### src/rtl/camera_init_seq_if.sv
// camera_init_seq_if: write-request bus from the init sequencer to the SCCB
// master, plus the optional readback bus (present only when
// CAMERA_INIT_READBACK_EN is defined).
interface camera_init_seq_if;

    logic        wr_valid;
    logic        wr_ready;
    logic [15:0] wr_reg_addr;
    logic [7:0]  wr_data;

`ifdef CAMERA_INIT_READBACK_EN
    logic        rd_valid;
    logic        rd_ready;
    logic [15:0] rd_reg_addr;
    logic        rd_resp_valid;
    logic [7:0]  rd_resp_data;

    modport master (
        output wr_valid, wr_reg_addr, wr_data,
        input  wr_ready,
        output rd_valid, rd_reg_addr,
        input  rd_ready, rd_resp_valid, rd_resp_data
    );

    modport slave (
        input  wr_valid, wr_reg_addr, wr_data,
        output wr_ready,
        input  rd_valid, rd_reg_addr,
        output rd_ready, rd_resp_valid, rd_resp_data
    );
`else
    modport master (
        output wr_valid, wr_reg_addr, wr_data,
        input  wr_ready
    );

    modport slave (
        input  wr_valid, wr_reg_addr, wr_data,
        output wr_ready
    );
`endif

endinterface

### src/rtl/camera_init_seq.sv
// camera_init_seq: walks a register table held in a synchronous ROM and turns
// each entry into an SCCB register write, or into a millisecond wait when the
// entry's register address equals DELAY_MARKER.
// Optional feature: define CAMERA_INIT_READBACK_EN to read every written
// register back (except SKIP_VERIFY_ADDR) and rewrite it on mismatch, giving
// up with error=1 after MAX_RETRY mismatches on one entry.
module camera_init_seq #(
    parameter int          DATA_WIDTH       = 24,
    parameter int          ADDR_WIDTH       = 8,
    parameter int          TABLE_DEPTH      = 252,
    parameter int          CLK_FREQ_HZ      = 50_000_000,
    parameter logic [15:0] DELAY_MARKER     = 16'hFFFF,
    parameter logic [15:0] SKIP_VERIFY_ADDR = 16'h3008,
    parameter int          MAX_RETRY        = 3
) (
    input  logic                  clk,
    input  logic                  reset_n,
    input  logic                  start,
    output logic [ADDR_WIDTH-1:0] rom_addr,
    input  logic [DATA_WIDTH-1:0] rom_q,
    camera_init_seq_if.master     bus,
    output logic                  busy,
    output logic                  done,
    output logic                  error,
    output logic [ADDR_WIDTH-1:0] err_idx
);

    // Delay counter is sized for the longest wait (reg_data = 255).
    localparam int CYC_PER_MS    = CLK_FREQ_HZ / 1000;
    localparam int MAX_DELAY_CYC = 255 * CYC_PER_MS;
    localparam int DLY_W         = (MAX_DELAY_CYC > 1) ? $clog2(MAX_DELAY_CYC + 1) : 1;
    localparam logic [ADDR_WIDTH-1:0] LAST_IDX = ADDR_WIDTH'(TABLE_DEPTH - 1);

    // Elaboration-time sanity checks on the configuration.
    if (TABLE_DEPTH < 1 || TABLE_DEPTH > (1 << ADDR_WIDTH)) begin : g_bad_depth
        $error("camera_init_seq: TABLE_DEPTH must be 1..2**ADDR_WIDTH");
    end
    if (MAX_RETRY < 1) begin : g_bad_retry
        $error("camera_init_seq: MAX_RETRY must be at least 1");
    end
    if (SKIP_VERIFY_ADDR == DELAY_MARKER) begin : g_bad_skip
        $error("camera_init_seq: SKIP_VERIFY_ADDR collides with DELAY_MARKER");
    end

    typedef enum logic [3:0] {
        IDLE, FETCH, WAIT_ROM, DECODE, WRITE, DELAY, READ, CHECK, FIN
    } state_t;

    state_t                  state_q, state_d;
    logic [ADDR_WIDTH-1:0]   idx_q, idx_d;
    logic [ADDR_WIDTH-1:0]   rom_addr_q, rom_addr_d;
    logic                    wr_valid_q, wr_valid_d;
    logic [15:0]             wr_reg_addr_q, wr_reg_addr_d;
    logic [7:0]              wr_data_q, wr_data_d;
    logic                    busy_q, busy_d;
    logic                    done_q, done_d;
    logic [ADDR_WIDTH-1:0]   err_idx_q, err_idx_d;
    logic [DLY_W-1:0]        dly_cnt_q, dly_cnt_d;
    logic                    advance;

`ifdef CAMERA_INIT_READBACK_EN
    localparam int RETRY_W = $clog2(MAX_RETRY + 1);
    logic                    rd_valid_q, rd_valid_d;
    logic                    error_q, error_d;
    logic [RETRY_W-1:0]      retry_q, retry_d;
`endif

    // Table entry fields as presented by the ROM in DECODE.
    logic [15:0]      rom_reg_addr;
    logic [7:0]       rom_reg_data;
    logic [DLY_W-1:0] rom_delay_cyc;

    assign rom_reg_addr  = rom_q[DATA_WIDTH-1 -: 16];
    assign rom_reg_data  = rom_q[7:0];
    assign rom_delay_cyc = DLY_W'(rom_reg_data) * DLY_W'(CYC_PER_MS);

    // Next-state and registered-output logic of the table walker.
    always_comb begin
        // NOTE: every next-state signal gets a default first so no path infers a latch.
        state_d       = state_q;
        idx_d         = idx_q;
        rom_addr_d    = rom_addr_q;
        wr_valid_d    = wr_valid_q;
        wr_reg_addr_d = wr_reg_addr_q;
        wr_data_d     = wr_data_q;
        busy_d        = busy_q;
        done_d        = done_q;
        err_idx_d     = err_idx_q;
        dly_cnt_d     = dly_cnt_q;
        advance       = 1'b0;
`ifdef CAMERA_INIT_READBACK_EN
        rd_valid_d    = rd_valid_q;
        error_d       = error_q;
        retry_d       = retry_q;
`endif

        case (state_q)
            IDLE: begin
                if (start) begin
                    state_d   = FETCH;
                    idx_d     = '0;
                    busy_d    = 1'b1;
                    done_d    = 1'b0;
                    err_idx_d = '0;
`ifdef CAMERA_INIT_READBACK_EN
                    error_d   = 1'b0;
                    retry_d   = '0;
`endif
                end
            end

            FETCH: begin
                rom_addr_d = idx_q;
                state_d    = WAIT_ROM;
            end

            WAIT_ROM: state_d = DECODE;

            DECODE: begin
                if (rom_reg_addr == DELAY_MARKER) begin
                    // A zero-length delay costs no wait cycles at all.
                    if (rom_delay_cyc == '0) begin
                        advance = 1'b1;
                    end else begin
                        dly_cnt_d = rom_delay_cyc;
                        state_d   = DELAY;
                    end
                end else begin
                    wr_reg_addr_d = rom_reg_addr;
                    wr_data_d     = rom_reg_data;
                    state_d       = WRITE;
                end
            end

            WRITE: begin
                // First WRITE cycle raises the request; addr/data are already stable.
                if (!wr_valid_q) begin
                    wr_valid_d = 1'b1;
                end else if (bus.wr_ready) begin
                    wr_valid_d = 1'b0;
`ifdef CAMERA_INIT_READBACK_EN
                    if (wr_reg_addr_q != SKIP_VERIFY_ADDR) begin
                        rd_valid_d = 1'b1;
                        state_d    = READ;
                    end else begin
                        advance = 1'b1;
                    end
`else
                    advance = 1'b1;
`endif
                end
            end

            DELAY: begin
                // Loaded with N*K, so DELAY lasts exactly N*K cycles.
                if (dly_cnt_q <= DLY_W'(1)) begin
                    dly_cnt_d = '0;
                    advance   = 1'b1;
                end else begin
                    dly_cnt_d = dly_cnt_q - 1'b1;
                end
            end

`ifdef CAMERA_INIT_READBACK_EN
            READ: begin
                if (bus.rd_ready) begin
                    rd_valid_d = 1'b0;
                    state_d    = CHECK;
                end
            end

            CHECK: begin
                if (bus.rd_resp_valid) begin
                    if (bus.rd_resp_data == wr_data_q) begin
                        advance = 1'b1;
                    end else if (int'(retry_q) + 1 >= MAX_RETRY) begin
                        error_d   = 1'b1;
                        err_idx_d = idx_q;
                        state_d   = FIN;
                    end else begin
                        retry_d = retry_q + 1'b1;
                        state_d = WRITE;
                    end
                end
            end
`endif

            FIN: begin
                done_d  = 1'b1;
                busy_d  = 1'b0;
                state_d = IDLE;
            end

            default: state_d = IDLE;
        endcase

        // Step to the next entry, or finish after the last one (no wrap).
        if (advance) begin
`ifdef CAMERA_INIT_READBACK_EN
            retry_d = '0;
`endif
            if (idx_q == LAST_IDX) begin
                state_d = FIN;
            end else begin
                idx_d   = idx_q + 1'b1;
                state_d = FETCH;
            end
        end
    end

    // State and output registers; reset abandons any request in flight.
    always_ff @(posedge clk or negedge reset_n) begin
        if (!reset_n) begin
            state_q       <= IDLE;
            idx_q         <= '0;
            rom_addr_q    <= '0;
            wr_valid_q    <= 1'b0;
            wr_reg_addr_q <= '0;
            wr_data_q     <= '0;
            busy_q        <= 1'b0;
            done_q        <= 1'b0;
            err_idx_q     <= '0;
            dly_cnt_q     <= '0;
`ifdef CAMERA_INIT_READBACK_EN
            rd_valid_q    <= 1'b0;
            error_q       <= 1'b0;
            retry_q       <= '0;
`endif
        end else begin
            // NOTE: non-blocking assignments so every register samples pre-edge values.
            state_q       <= state_d;
            idx_q         <= idx_d;
            rom_addr_q    <= rom_addr_d;
            wr_valid_q    <= wr_valid_d;
            wr_reg_addr_q <= wr_reg_addr_d;
            wr_data_q     <= wr_data_d;
            busy_q        <= busy_d;
            done_q        <= done_d;
            err_idx_q     <= err_idx_d;
            dly_cnt_q     <= dly_cnt_d;
`ifdef CAMERA_INIT_READBACK_EN
            rd_valid_q    <= rd_valid_d;
            error_q       <= error_d;
            retry_q       <= retry_d;
`endif
        end
    end

    assign rom_addr        = rom_addr_q;
    assign bus.wr_valid    = wr_valid_q;
    assign bus.wr_reg_addr = wr_reg_addr_q;
    assign bus.wr_data     = wr_data_q;
    assign busy            = busy_q;
    assign done            = done_q;
    assign err_idx         = err_idx_q;

`ifdef CAMERA_INIT_READBACK_EN
    assign bus.rd_valid    = rd_valid_q;
    assign bus.rd_reg_addr = wr_reg_addr_q;
    assign error           = error_q;
`else
    assign error           = 1'b0;
`endif

endmodule

### src/flat_wrapper.sv
// flat-port wrapper written by rule: the top's interface ports become plain ports
module camera_init_seq_flat 
#(
    parameter int          DATA_WIDTH       = 24,
    parameter int          ADDR_WIDTH       = 8,
    parameter int          TABLE_DEPTH      = 252,
    parameter int          CLK_FREQ_HZ      = 50_000_000,
    parameter logic [15:0] DELAY_MARKER     = 16'hFFFF,
    parameter logic [15:0] SKIP_VERIFY_ADDR = 16'h3008,
    parameter int          MAX_RETRY        = 3
)
  (clk, reset_n, start, rom_addr, rom_q, busy, done, error, err_idx, bus_wr_valid, bus_wr_reg_addr, bus_wr_data, bus_wr_ready);
  camera_init_seq_if bus_i ();
  input  logic clk;
  input  logic reset_n;
  input  logic start;
  output logic [ADDR_WIDTH-1:0] rom_addr;
  input  logic [DATA_WIDTH-1:0] rom_q;
  output logic busy;
  output logic done;
  output logic error;
  output logic [ADDR_WIDTH-1:0] err_idx;
  output wire logic [$bits(bus_i.wr_valid)-1:0] bus_wr_valid;
  output wire logic [$bits(bus_i.wr_reg_addr)-1:0] bus_wr_reg_addr;
  output wire logic [$bits(bus_i.wr_data)-1:0] bus_wr_data;
  input wire logic [$bits(bus_i.wr_ready)-1:0] bus_wr_ready;
  assign bus_wr_valid = bus_i.wr_valid;
  assign bus_wr_reg_addr = bus_i.wr_reg_addr;
  assign bus_wr_data = bus_i.wr_data;
  assign bus_i.wr_ready = bus_wr_ready;
  camera_init_seq #(.DATA_WIDTH(DATA_WIDTH), .ADDR_WIDTH(ADDR_WIDTH), .TABLE_DEPTH(TABLE_DEPTH), .CLK_FREQ_HZ(CLK_FREQ_HZ), .DELAY_MARKER(DELAY_MARKER), .SKIP_VERIFY_ADDR(SKIP_VERIFY_ADDR), .MAX_RETRY(MAX_RETRY)) u_core (.clk(clk), .reset_n(reset_n), .start(start), .rom_addr(rom_addr), .rom_q(rom_q), .bus(bus_i), .busy(busy), .done(done), .error(error), .err_idx(err_idx));
endmodule
### config.mk
export PLATFORM = sky130hd
export DESIGN_NAME = camera_init_seq_flat
export DESIGN_NICKNAME = d
export VERILOG_FILES = /design/src/rtl/camera_init_seq_if.sv /design/src/rtl/camera_init_seq.sv /design/src/flat_wrapper.sv
export SDC_FILE = /design/constraint.sdc
export NUM_CORES = 1
export LEC_CHECK = 0
export BUFFER_PORTS_ARGS = -buffer_cell sky130_fd_sc_hd__buf_2
export CAP_MARGIN = 20
export CORE_ASPECT_RATIO = 1.4
export CORE_MARGIN = 3
export CORE_UTILIZATION = 45
export DETAILED_ROUTE_END_ITERATION = 7
export PLACE_DENSITY_LB_ADDON = 0.1
export SYNTH_ARGS = -nofsm -noshare
export SYNTH_HDL_FRONTEND = slang
export SYNTH_SLANG_ARGS = --single-unit
### constraint.sdc
create_clock -name clk -period 2.9 [get_ports clk]
set_clock_uncertainty 0.15 [all_clocks]
set_input_delay 0.145 -clock clk [delete_from_list [all_inputs] [get_ports clk]]
set_output_delay 0.145 -clock clk [all_outputs]
set_load 0.05 [all_outputs]
==> summary.md, run 1 <==
| Metric | Value |
|---|---|
| Status | `finished with violations` |
| Violated checks | `setup timing` |
| CTS root buf | `clkbuf_16` |
| CTS Buffer Depth | `2` |
| Nets | `811` |
| Area Overhead vs Synth | `45.6%` |
| IO Count | `72` |
| Overall routing resource usage | `22.5%` |
| Max Clock Freq | `239 MHz` |
| Routed Antenna Nets | `0` |
| Min-Delay Path Class | `input pin to flip-flop` |
| Yosys warning count | `0` |
| Antenna violations before repair | `0` |
| Post-synthesis mux area share | `7.88%` |
| Simple-gate area share of the yosys netlist | `15.3%` |
| Top-area cell type share of the netlist area | `35.0%` |
| Multi-input gate area | `3530 um^2` |
| CTS sink cnt | `71` |
| Setup crit end kind | `flip-flop` |
| Syn Inst Count | `519` |
| CP top delay family | `adder cells` |
| Wire length of the first global-routing pass | `22.5 mm` |
| Final setup fails | `35` |
| Buf/Inv on CP | `6` |
| RSZ-0062 raised after global routing | `true` |
| Synth Area in Compound Gates | `15.7%` |
| Critical Path Slowest Stage Cell | `fa_1` |
| Req. time, crit path | `2960 ps` |
| Initial DRC Count | `202` |
| CP arrival | `4250 ps` |
| Final slew viol count | `0` |
| Share of cells above drive strength 1 | `41.4%` |
| Reg2reg setup slack | `110 ps` |
| Setup TNS | `-40700 ps` |
| Drt via density | `5.38` |
| Die area | `12600 um^2` |
| Actual slew at the worst max-slew pin | `586 ps` |
| Async SR Flop Fraction | `100%` |
| VDD IR max | `492 uV` |
| Sequential cell area fraction in the yosys report | `35.0%` |
| RD Place Congestion | `0.913` |
| Post-synth EDFFs | `0` |
| Core area | `10900 um^2` |
| Num CTS Buffers | `9` |
| Crit path max fanout | `6` |
| Most common cell in the netlist | `dfrtp_1` |
| Register Area | `1780 um^2` |
| Crit path launch type | `input pin` |
| DRC Markers | `0` |
| CP Cell Sequence | `buf_8, ha_4, inv_2, fa_1, fa_1, inv_2, ha_4, ha_4, and3_4, a221oi_4, buf_6, or2_4, a221oi_2, xor2_1, buf_4, nor4_4, a32o_2, nor2_1, buf_4, a221o_1` |
| Post-synth cell types | `62` |
| CTS HTree Levels | `3` |
| Largest net degree at the start of global routing | `31` |
| Drt total wl | `13.8 mm` |
| DR WL/cell | `16.1 um` |
| Max-cap violations | `0` |
| Fin crit share | `144%` |
| Total power | `7050 uW` |
| Area leader, netlist | `dfrtp_1` |
| IO buf count | `62` |
| Clock slew at reported path FFs | `60 ps` |
| DPL Wire Length | `10.6 mm` |
| Vias in the first global route | `4846` |
| Die Y | `132 um` |
| Top cell by count, worst path | `ha_4` |
| Largest family of logic cells by synthesized area | `adder cells` |
| Pleak | `0.00349 uW` |
| Grt ovf | `0` |
| Clk_lat worst skew | `330 ps` |
| 1st-pass router iterations | `5` |
| Pwr per Cell Area | `953 nW/um^2` |
| DIE WIDTH | `95.8 um` |
| Top cells by area, synth | `dfrtp_1 (35%), ha_1 (14%), mux2_2 (7.1%), fa_1 (4.7%), o21ai_0 (3.3%)` |
| Cell Area, Synth | `5080 um^2` |
| Vias | `4627` |
| FF+latch count, synth | `71` |
| Crit-path max cell delay | `530 ps` |
| Max-Slew Margin vs Limit | `60.6%` |
| Post-synth top flop | `dfrtp_1` |
| Crit Path Category | `input pin to flip-flop` |
| CTS tree | `done` |
| XOR/XNOR Fraction of Synth Area | `2.24%` |
| Row cnt | `45` |
| Post-Synth Adder-Cell Area | `18.8%` |
| Layout Utilization | `67.7%` |
| Final hold vios | `0` |
| Minimum clock period | `4190 ps` |
| Diodes inserted | `0` |
| Syn_area_per_cell | `9.79 um^2` |
| Commonest cells post-synth | `dfrtp_1 (71), ha_1 (57), nor2_1 (37)` |
| Fill cell count | `850` |
| Initial core utilization | `46.5%` |
| Post-route setup slack | `-1290 ps` |
## cell type report
class | count | share of cell area [%]
inverters | 36 | 1.86
clock buffers | 10 | 3.23
multi-input cells | 397 | 47.7
repair buffers | 199 | 19.6
well taps | 141 | 2.38
clock inverters | 6 | 1.25
flip-flops and latches | 71 | 24.0
## routing by layer
metal  GRT usage (%)  up-vias  share of wire, %
met5               0        -                 0
met4            9.18        0               3.0
met3            2.57       32               2.2
met2            42.7       93                56
met1            24.1     2239                39
li1                -     2263                 -
## flip-flops by register name (all words and copies together) (netlist names)
| register | cells |
|---|---|
| u_core.bus.wr_data | 8 |
| u_core.bus.wr_reg_addr | 16 |
| u_core.bus.wr_valid | 1 |
| u_core.busy | 1 |
| u_core.dly_cnt_q | 24 |
| u_core.done | 1 |
| u_core.idx_q | 8 |
| u_core.rom_addr | 8 |
| u_core.state_q | 4 |
## what timing repair did
item	in CTS	in global routing
endpoints found under the setup margin	35	35
setup buffers	12	3
pin swaps	35	14
gates cloned	0	0
hold buffers	20	0
gates resized for setup	54	18
hold endpoints to repair	41	0
## worst paths after layout
path	start	end	depth (start not counted)
min in group asynchronous	reset_n	u_core.rom_addr[6]	2
max	rom_q[3]	u_core.dly_cnt_q[8]	20
min reg2reg	u_core.done	u_core.done	1
max in group asynchronous	reset_n	u_core.bus.wr_reg_addr[15]	3
max reg2reg	u_core.state_q[3]	u_core.dly_cnt_q[8]	9
min	rom_q[2]	u_core.bus.wr_data[2]	3
## metrics by stage
step	cell area [um^2]	cells	worst slack (ps)	hold WS (ps)
after floorplan	5360	527	-1250	-301
after global placement	6490	810	-1690	5.71
after detailed placement	6490	810	-1740	2.92
after CTS	7320	858	-1280	20.0
after global routing	7400	860	-1410	29.8
final	7400	860	-1290	31.0
## cell usage in the layout (no fill, tap or decap), types with 5 or more instances in the layout
master / count
and2_1: 6
nand3_1: 18
dfrtp_1: 71
o21ai_0: 16
buf_6: 7
mux2_2: 32
nor2_1: 34
a21oi_1: 18
ha_4: 17
fa_1: 12
dlygate4sd3_1: 20
clkbuf_16: 9
or3_1: 5
buf_2: 58
o21ai_2: 6
o21ai_1: 13
conb_1: 9
nand4_1: 5
o211ai_1: 5
xor2_1: 6
or2_2: 5
ha_1: 40
nor4_1: 8
xnor2_1: 5
buf_4: 111
nor3_1: 16
a21o_1: 6
inv_1: 31
nand2_1: 29
## report_power, final
part / internal [uW] / switching [uW]
sequential: 1370 / 296
combinational: 1840 / 2330
clock: 780 / 432
## worst register-to-register path, cell delays in order, from the launching register on
cell and delay (ps):
dfrtp_1 380, nor3_1 400, nand4_1 190, nor4_1 290, nand2_1 120, nor4_4 300, a32o_2 270, nor2_1 70
buf_4 170, a221o_1 340
## cells by family after synthesis
family	count (synthesis)
and+or+nand+nor	153
AOI/OAI and AO/OA	117
DFF	71
adders and majority gates	69
buffers and inverters	59
muxes	36
xor gates and xnor gates	13
other	1
(Power assumes the default switching activity.)
==> inputs of run 2 (changes only) <==
--- a/config.mk
+++ b/config.mk
@@ -8,7 +8,6 @@
 export BUFFER_PORTS_ARGS = -buffer_cell sky130_fd_sc_hd__buf_2
 export CAP_MARGIN = 20
 export CORE_ASPECT_RATIO = 1.4
-export CORE_MARGIN = 3
 export CORE_UTILIZATION = 45
 export DETAILED_ROUTE_END_ITERATION = 7
 export PLACE_DENSITY_LB_ADDON = 0.1
==> run 2 against run 1 <==
The flow still finishes with violations (setup timing); design area increased by 1.4%; sequential share of layout area decreased by 0.33 points; register-to-register slack got worse by 70 ps; total power increased by 2.6%; via count increased by 2.7%; sequential power about the same; utilization increased by 0.95 points; non-clock buffer count increased by 8; critical path type unchanged; critical endpoint is now u_core.idx_q[7]; highest routed layer unchanged.
==> summary.md, run 2 (same netlist as run 1, synthesis figures left out) <==
| Metric | Value |
|---|---|
| Status | `finished with violations (unchanged)` |
| Violated checks | `setup timing (unchanged)` |
| Diodes inserted | `0 (unchanged)` |
| Reg2reg setup slack | `40 ps (was 110 ps)` |
| Post-Place Worst Slack | `-1780 ps (was -1740 ps)` |
| Max reg flops | `24 (unchanged)` |
| Multi-input gate area | `3580 um^2 (was 3530 um^2)` |
| Register Area | `1780 um^2 (unchanged)` |
| Crit path max fanout | `6 (unchanged)` |
| Crit path launch type | `input pin (unchanged)` |
| Clock slew at reported path FFs | `60 ps (about the same)` |
| Layout Utilization | `68.7% (was 67.7%)` |
| Setup TNS | `-44270 ps (was -40700 ps)` |
| Crit Path Category | `input pin to flip-flop (unchanged)` |
| Drt total wl | `14.4 mm (was 13.8 mm)` |
| Req. time, crit path | `2990 ps (was 2960 ps)` |
| Fill cell count | `815 (was 850)` |
| CTS tree | `done (unchanged)` |
| Most common cell after layout, fill and taps aside | `buf_4 (unchanged)` |
| Total power | `7230 uW (was 7050 uW)` |
| Minimum clock period | `4270 ps (was 4190 ps)` |
| Most flops, register | `u_core.dly_cnt_q (unchanged)` |
| Nets | `819 (was 811)` |
| Routed Antenna Nets | `0 (unchanged)` |
| Min Hold Slack | `28.1 ps (was 31.0 ps)` |
| DPL Wire Length | `10.8 mm (was 10.6 mm)` |
| DIE WIDTH | `91.8 um (was 95.8 um)` |
| Area Overhead vs Synth | `47.6% (was 45.6%)` |
| RSZ-0062 raised after global routing | `true (unchanged)` |
| IO buf count | `62 (unchanged)` |
| CTS root buf | `clkbuf_16 (unchanged)` |
| RD Place Congestion | `0.854 (was 0.913)` |
| CTS HTree Levels | `3 (unchanged)` |
| Share of cells above drive strength 1 | `43.0% (was 41.4%)` |
| Die Y | `128 um (was 132 um)` |
| Vias | `4750 (was 4627)` |
| CTS sink cnt | `71 (unchanged)` |
| Final setup fails | `35 (unchanged)` |
| Setup crit end kind | `flip-flop (unchanged)` |
| Min-Delay Path Class | `input pin to flip-flop (unchanged)` |
| VDD IR max | `607 uV (was 492 uV)` |
| Final hold vios | `0 (unchanged)` |
| Core area | `10900 um^2 (unchanged)` |
| 1st-pass router iterations | `4 (was 5)` |
| Max-Slew Margin vs Limit | `61.2% (was 60.6%)` |
| Initial DRC Count | `248 (was 202)` |
| Pleak | `0.00356 uW (was 0.00349 uW)` |
| DRC Markers | `0 (unchanged)` |
| Max-cap violations | `0 (unchanged)` |
| Die area | `11700 um^2 (was 12600 um^2)` |
| Actual slew at the worst max-slew pin | `582 ps (was 586 ps)` |
| Max Clock Freq | `234 MHz (was 239 MHz)` |
| Wire length of the first global-routing pass | `23.4 mm (was 22.5 mm)` |
| Num CTS Buffers | `9 (unchanged)` |
| Commonest non-fill, non-tap cells in the layout | `buf_4 (105), dfrtp_1 (71), buf_2 (58) (was buf_4 (111), dfrtp_1 (71), buf_2 (58))` |
| Grt ovf | `0 (unchanged)` |
| Post-route setup slack | `-1370 ps (was -1290 ps)` |
| Largest net degree at the start of global routing | `30 (was 31)` |
| CTS Buffer Depth | `2 (unchanged)` |
| Initial core utilization | `46.5% (unchanged)` |
| Row cnt | `45 (unchanged)` |
| Fin crit share | `147% (was 144%)` |
| IO Count | `72 (unchanged)` |
| Vias in the first global route | `4998 (was 4846)` |
| Final slew viol count | `0 (unchanged)` |
| Antenna violations before repair | `0 (unchanged)` |
| DR WL/cell | `16.6 um (was 16.1 um)` |
| Overall routing resource usage | `25.4% (was 22.5%)` |
| CP arrival | `4370 ps (was 4250 ps)` |
| Drt via density | `5.48 (was 5.38)` |
| Pwr per Cell Area | `964 nW/um^2 (was 953 nW/um^2)` |
| Clk_lat worst skew | `330 ps (about the same)` |
## run 2: cell types whose count changed in the layout (fill, tap and decap cells not counted), moves of 5 or more
cell / delta
buf_4: -6
buf_6: +15
o21ai_0: -5
o21ai_1: -5
o21ai_2: +9
## run 2: layer usage
layer	track usage, %	vias to the layer above	wire (um)
met2	50.2	129	8090
met1	26.7	2306	5420
met3	3.44	43	417
met4	9.93	0	497
met5	0	-	0
li1	-	2272	-
## run 2: path summary, 6_finish.rpt
kind	to	startpoint	depth (start not counted)
worst max-delay path	u_core.idx_q[7]	rom_q[4]	20
worst min-delay path	u_core.bus.wr_data[4]	rom_q[4]	3
worst max register to register	u_core.dly_cnt_q[9]	u_core.state_q[1]	10
worst min register to register	u_core.bus.wr_reg_addr[1]	u_core.bus.wr_reg_addr[1]	1
max in group asynchronous	u_core.bus.wr_reg_addr[10]	reset_n	3
min in group asynchronous	u_core.dly_cnt_q[11]	reset_n	2
## run 2: per-stage QoR
step	std cells	cell area, um^2
floorplan	527	5360
global placement	811	6490
detailed placement	811	6490
CTS	862	7270
global route	867	7500
finish	867	7500
## run 2: what timing repair did
action / 4_1_cts / 5_1_grt
resized for setup: 50 / 52
endpoints found under the hold margin: 43 / 0
pin swaps: 36 / 22
gates cloned: 0 / 1
buffers inserted: 15 / 4
endpoints found under the setup margin: 35 / 35
hold buffers: 21 / 0
## run 2: critical path, stage by stage
cell      delay, ps
buf_8           110
ha_4            260
inv_2            30
fa_1            460
fa_1            510
inv_2            50
ha_4            260
ha_4            200
a21o_1          190
a221oi_4        290
buf_6           170
or2_4           160
a221oi_4         70
nand3b_1        220
nor4_4          370
a41oi_2         190
buf_6           170
buf_6           120
nor4_4          130
mux2i_1         250
## run 2: report_power, final
group / total [uW] / leakage, uW / internal (uW) / switching (uW)
sequential: 1690 / 0.000884 / 1370 / 316
clock: 1070 / 0.000135 / 658 / 409
combinational: 4470 / 0.00254 / 1990 / 2490
total: 7230 / 0.00356 / 4020 / 3210
## run 2: layout make-up
class | instances | area share, %
Sequential cell | 71 | 23.7
Tap cell | 141 | 2.35
Clock inverter | 4 | 0.634
Multi-Input combinational cell | 397 | 47.7
Clock buffer | 11 | 3.10
Timing Repair Buffer | 207 | 20.7
Inverter | 36 | 1.83
